File: config.mk
export PLATFORM = sky130hd
export DESIGN_NAME = tl_a_arbiter
export DESIGN_NICKNAME = d
export VERILOG_FILES = /design/src/rtl/tl_a_arbiter.sv
export SDC_FILE = /design/constraint.sdc
export NUM_CORES = 1
export LEC_CHECK = 0
export ABC_AREA = 1
export BUFFER_PORTS_ARGS = -buffer_cell sky130_fd_sc_hd__buf_2
export CAP_MARGIN = 20
export CORE_ASPECT_RATIO = 2
export CORE_MARGIN = 10
export CORE_UTILIZATION = 35
export DETAILED_ROUTE_END_ITERATION = 8
export HOLD_SLACK_MARGIN = 0.15
export PLACE_DENSITY = 0.66
export SYNTH_ARGS = -nofsm -noshare
export SYNTH_HDL_FRONTEND = slang
export SYNTH_SLANG_ARGS = --single-unit
File: constraint.sdc
create_clock -name clock -period 1.5 [get_ports clock]
set_input_delay 0 -clock clock [delete_from_list [all_inputs] [get_ports clock]]
set_output_delay 0 -clock clock [all_outputs]
set_load 0.01 [all_outputs]
File: src/rtl/tl_a_arbiter.sv
`default_nettype none
// ============================================================================
//  Module   : tl_a_arbiter
//  Purpose  : Merges two TileLink A-channel sources into a single registered
//             output stage holding one beat. Round-robin arbitration happens
//             between messages, and a two-beat Put keeps its grant locked
//             until its second beat has been accepted.
//  Revision : 1.0 - initial release
// ----------------------------------------------------------------------------
//  Ports
//    clock, reset_n          : rising-edge clock, asynchronous active-low reset
//    in0_valid / in0_ready   : input 0 handshake
//    in0_opcode, in0_param,
//    in0_size, in0_address   : input 0 payload (3/3/2/9 bits)
//    in1_*                   : input 1, same shape as input 0
//    out_valid / out_ready   : downstream A-channel handshake
//    out_opcode, out_param,
//    out_size, out_address   : registered output payload
//    out_source              : index of the input that supplied the beat
//    out_last                : beat is the final beat of its message
// ============================================================================
module tl_a_arbiter (
    input  logic       clock,
    input  logic       reset_n,
    input  logic       in0_valid,
    output logic       in0_ready,
    input  logic [2:0] in0_opcode,
    input  logic [2:0] in0_param,
    input  logic [1:0] in0_size,
    input  logic [8:0] in0_address,
    input  logic       in1_valid,
    output logic       in1_ready,
    input  logic [2:0] in1_opcode,
    input  logic [2:0] in1_param,
    input  logic [1:0] in1_size,
    input  logic [8:0] in1_address,
    output logic       out_valid,
    input  logic       out_ready,
    output logic [2:0] out_opcode,
    output logic [2:0] out_param,
    output logic [1:0] out_size,
    output logic [8:0] out_address,
    output logic       out_source,
    output logic       out_last
);

    localparam logic [1:0] c_MULTI_SIZE = 2'd3;

    // Arbitration state
    logic       r_ptr;
    logic       r_locked;
    logic       r_lock_src;
    logic       r_beat;

    // Output register
    logic       r_out_valid;
    logic [2:0] r_out_opcode;
    logic [2:0] r_out_param;
    logic [1:0] r_out_size;
    logic [8:0] r_out_address;
    logic       r_out_source;
    logic       r_out_last;

    logic       w_grant;
    logic       w_space;
    logic       w_sel_valid;
    logic [2:0] w_sel_opcode;
    logic [2:0] w_sel_param;
    logic [1:0] w_sel_size;
    logic [8:0] w_sel_address;
    logic       w_accept;
    logic       w_multi;
    logic       w_last;

    // Grant selection. When neither input is valid the pointer is still
    // granted so that ready is always well defined.
    always_comb begin
        w_grant = r_ptr;
        if (r_locked) begin
            w_grant = r_lock_src;
        end else if (in0_valid && !in1_valid) begin
            w_grant = 1'b0;
        end else if (in1_valid && !in0_valid) begin
            w_grant = 1'b1;
        end
    end

    // The output register can take a beat if it is empty or draining now.
    assign w_space = !r_out_valid || out_ready;

    // Ready never looks at the same input's valid; the reset_n term keeps
    // both readies low for the whole time reset is held.
    assign in0_ready = reset_n && !w_grant && w_space;
    assign in1_ready = reset_n &&  w_grant && w_space;

    always_comb begin
        w_sel_valid   = in0_valid;
        w_sel_opcode  = in0_opcode;
        w_sel_param   = in0_param;
        w_sel_size    = in0_size;
        w_sel_address = in0_address;
        if (w_grant) begin
            w_sel_valid   = in1_valid;
            w_sel_opcode  = in1_opcode;
            w_sel_param   = in1_param;
            w_sel_size    = in1_size;
            w_sel_address = in1_address;
        end
    end

    assign w_accept = w_sel_valid && w_space;

    // PutFull (0) / PutPartial (1) of size 3 span two beats. The second
    // beat is always last, whatever its own opcode and size say.
    assign w_multi = (w_sel_opcode == 3'd0 || w_sel_opcode == 3'd1) &&
                     (w_sel_size == c_MULTI_SIZE);
    assign w_last  = r_beat || !w_multi;

    always_ff @(posedge clock or negedge reset_n) begin
        if (!reset_n) begin
            r_ptr         <= 1'b0;
            r_locked      <= 1'b0;
            r_lock_src    <= 1'b0;
            r_beat        <= 1'b0;
            r_out_valid   <= 1'b0;
            r_out_opcode  <= 3'd0;
            r_out_param   <= 3'd0;
            r_out_size    <= 2'd0;
            r_out_address <= 9'd0;
            r_out_source  <= 1'b0;
            r_out_last    <= 1'b0;
        end else if (w_accept) begin
            r_out_valid   <= 1'b1;
            r_out_opcode  <= w_sel_opcode;
            r_out_param   <= w_sel_param;
            r_out_size    <= w_sel_size;
            r_out_address <= w_sel_address;
            r_out_source  <= w_grant;
            r_out_last    <= w_last;
            if (r_beat) begin
                r_locked <= 1'b0;
                r_beat   <= 1'b0;
            end else if (w_multi) begin
                r_locked   <= 1'b1;
                r_lock_src <= w_grant;
                r_beat     <= 1'b1;
            end
            if (w_last) begin
                r_ptr <= !w_grant;
            end
        end else if (out_ready) begin
            // Drained with nothing new behind it; payload is left as is.
            r_out_valid <= 1'b0;
        end
    end

    assign out_valid   = r_out_valid;
    assign out_opcode  = r_out_opcode;
    assign out_param   = r_out_param;
    assign out_size    = r_out_size;
    assign out_address = r_out_address;
    assign out_source  = r_out_source;
    assign out_last    = r_out_last;

endmodule
`default_nettype wire

==> results.json <==
{
  "syn_nets": 201,
  "seq_power_share": 0.300,
  "grt_max_degree": 29,
  "grt_overflow": 0,
  "multiInputGateArea_um2": 656.9,
  "r2r-start": "r_locked",
  "synth.distinct_cells": 19,
  "cts-root-buf": "clkbuf_8",
  "status": "finished clean",
  "fin_util": 0.6150,
  "cp_max_fo": 9,
  "fmax_mhz": 680.2,
  "maxSlewHeadroom": 0.7958,
  "power_density_mw_per_mm2": 1762,
  "core_area_mm2": 0.003568,
  "gp_congestion": 0.8333,
  "ant_nets": 0,
  "grt_antenna_before_repair": 1,
  "cp-start-kind": "flip-flop",
  "ios": 61,
  "hold_end": "out_size[0]",
  "hold_viol": 0,
  "final_common_cell": "buf_2",
  "layout.nets": 307,
  "route.detailed.drc": 0,
  "fin_tns_setup_ns": 0,
  "rows": 31,
  "clk_latency_ns": 0.26,
  "netSwitchingFraction": 0.4314,
  "cts.clk_slew.worst_paths_ns": 0.08,
  "final-seq-area_um2": 601.8,
  "cts_tree": "yes",
  "p_total_w": 0.003867,
  "grt_setup_unrepaired": "true",
  "p_int_w": 0.002199,
  "syn_to_final_growth_pct": 72.47,
  "synth-seq-cells": 24,
  "crit_arrival_ns": 1.64,
  "r2r_slack_ns": 0.03,
  "vias": 1474,
  "fin_cells": 317,
  "worstSetupPathType": "flip-flop to flip-flop",
  "avgSynthCellArea_um2": 7.855,
  "vias_per_cell": 4.650,
  "cp-end-kind": "flip-flop",
  "power.switching_w": 0.001668,
  "pwr-share-comb": 0.589,
  "setup_viol": 0,
  "p_clk_frac": 0.111,
  "numCtsBuffers": 3,
  "r2r_cells": 6,
  "drive_above_1_share": 0.3895,
  "clock-sinks": 24,
  "initialDrtViolationCount": 42,
  "grt_pass1_vias": 1522,
  "grt_usage": 0.1239,
  "initial_core_util": 0.3566,
  "worstPathRequired_ns": 1.67,
  "finalMaxSlewViolations": 0,
  "synthCells": 162,
  "leakage_nw": 1.156,
  "vdd_drop_max_mv": 0.9817,
  "wl_per_cell_um": 13.76,
  "final.setup_skew_ns": 0.003725,
  "hp-start": "in0_size[0]",
  "dieArea_mm2": 0.006594,
  "routed_wl_um": 4363,
  "drtPass1Iterations": 4,
  "die_x_um": 62.64,
  "cap_violations": 0,
  "hold_path.class": "input port to flip-flop",
  "worst_pin_slew_ns": 0.3063,
  "yosysSeqAreaShare": 0.4720,
  "clk_path_buf_depth": 2,
  "htree_levels": 1,
  "grt_pass1_wl_um": 6817,
  "die_h_um": 105.3,
  "placed_cells": 270,
  "whs_path_depth": 4,
  "n_fill_cell": 345,
  "final_cell_mix": "buf_2 (60), nand2_1 (43), dlygate4sd3_1 (33)",
  "min_period_ns": 1.470,
  "yosys_warnings": 0,
  "reg2reg_to": "out_address[8]",
  "synth_area_mm2": 0.001272,
  "period_share": 0.9801,
  "hpwlAfterDp_um": 2948,
  "port_buffers": 60
}
## power groups by stage
stage / combinational [W] / clock, W / sequential [W]
5_1_grt: 0.00252 / 0.000480 / 0.00120
6_report: 0.00228 / 0.000430 / 0.00116
2_1_floorplan: 0.00112 / 0 / 0.00127
3_3_place_gp: 0.00179 / 0 / 0.00115
3_5_place_dp: 0.00182 / 0 / 0.00115
4_1_cts: 0.00194 / 0.000440 / 0.00114
## through the flow
stage / hold WS, ns / setup slack (ns) / instance area (um2)
after floorplan: -0.2956 / 0.1290 / 1272
after global placement: 0.05649 / 0.01785 / 1625
after detailed placement: 0.05598 / 0.0003056 / 1625
after CTS: 0.1565 / 0.006269 / 2027
after global routing: 0.2177 / -0.06666 / 2195
final: 0.1513 / 0.02985 / 2195
## timing repair
action                                  in CTS  in global routing
gates resized for setup                      3                 17
hold endpoints to repair                    42                  0
pin swaps                                    0                  2
setup buffers                                0                  5
hold buffers                                33                  0
endpoints found under the setup margin       3                 23
gates cloned                                 0                  4
## worst max-delay path, stage by stage, from the launching register on
cell and delay, ns:
dfrtp_2 0.45, a21oi_4 0.16, nand2_4 0.12, nand3_2 0.11
nand3_4 0.15, buf_4 0.20, o31ai_1 0.19
## layout make-up
class,instances,share of cell area
sequential,24,0.2742
timing repair buffer,106,0.3472
inverter,14,0.02509
antenna,1,0.001140
clock buffer,4,0.02509
tap,49,0.02794
multi-input combinational,119,0.2993
## cell families after synthesis
group	Yosys count	synth area share
DFF	24	0.4720
AOI/OAI and AO/OA	20	0.1072
buffers and inverters	21	0.09341
and+or+nand+nor	97	0.3274
## flip-flops by register name (all words and copies together) (netlist names)
name and count:
out_param 3, r_lock_src 1, out_last 1, out_source 1
out_address 9, out_size 2, r_beat 1, r_ptr 1
out_valid 1, r_locked 1, out_opcode 3
## Yosys cell counts (all sizes together)
| cell type | n | area (um2) |
|---|---|---|
| nand3 | 10 | 55.05 |
| dfrtp | 24 | 600.6 |
| inv | 14 | 52.55 |
| o21ai | 6 | 30.03 |
| buf | 7 | 66.31 |
| nand3b | 2 | 15.01 |
| nor2 | 31 | 118.9 |
| a21oi | 1 | 8.760 |
| o31ai | 13 | 97.59 |
| nor3 | 2 | 10.01 |
| nand2 | 52 | 217.7 |
## worst max path at each step
stage	start	to	slack, ns	depth (start not counted)
2_1_floorplan	r_locked	r_lock_src	0.13	11
3_3_place_gp	r_locked	r_lock_src	0.02	10
3_5_place_dp	r_ptr	out_address[7]	0.0003	8
4_1_cts	r_locked	r_lock_src	0.006	10
5_1_grt	r_locked	r_lock_src	-0.07	10
6_report	r_locked	out_address[8]	0.03	6
## layer usage
layer | track usage | share of wire | up-vias
met1 | 0.1233 | 0.37 | 672
li1 | - | - | 731
met3 | 0.01591 | 0.038 | 18
met4 | 0.1174 | 0.062 | 0
met2 | 0.2146 | 0.53 | 53
met5 | 0 | 0 | -
Note: power is estimated with default switching activity, not from simulation.
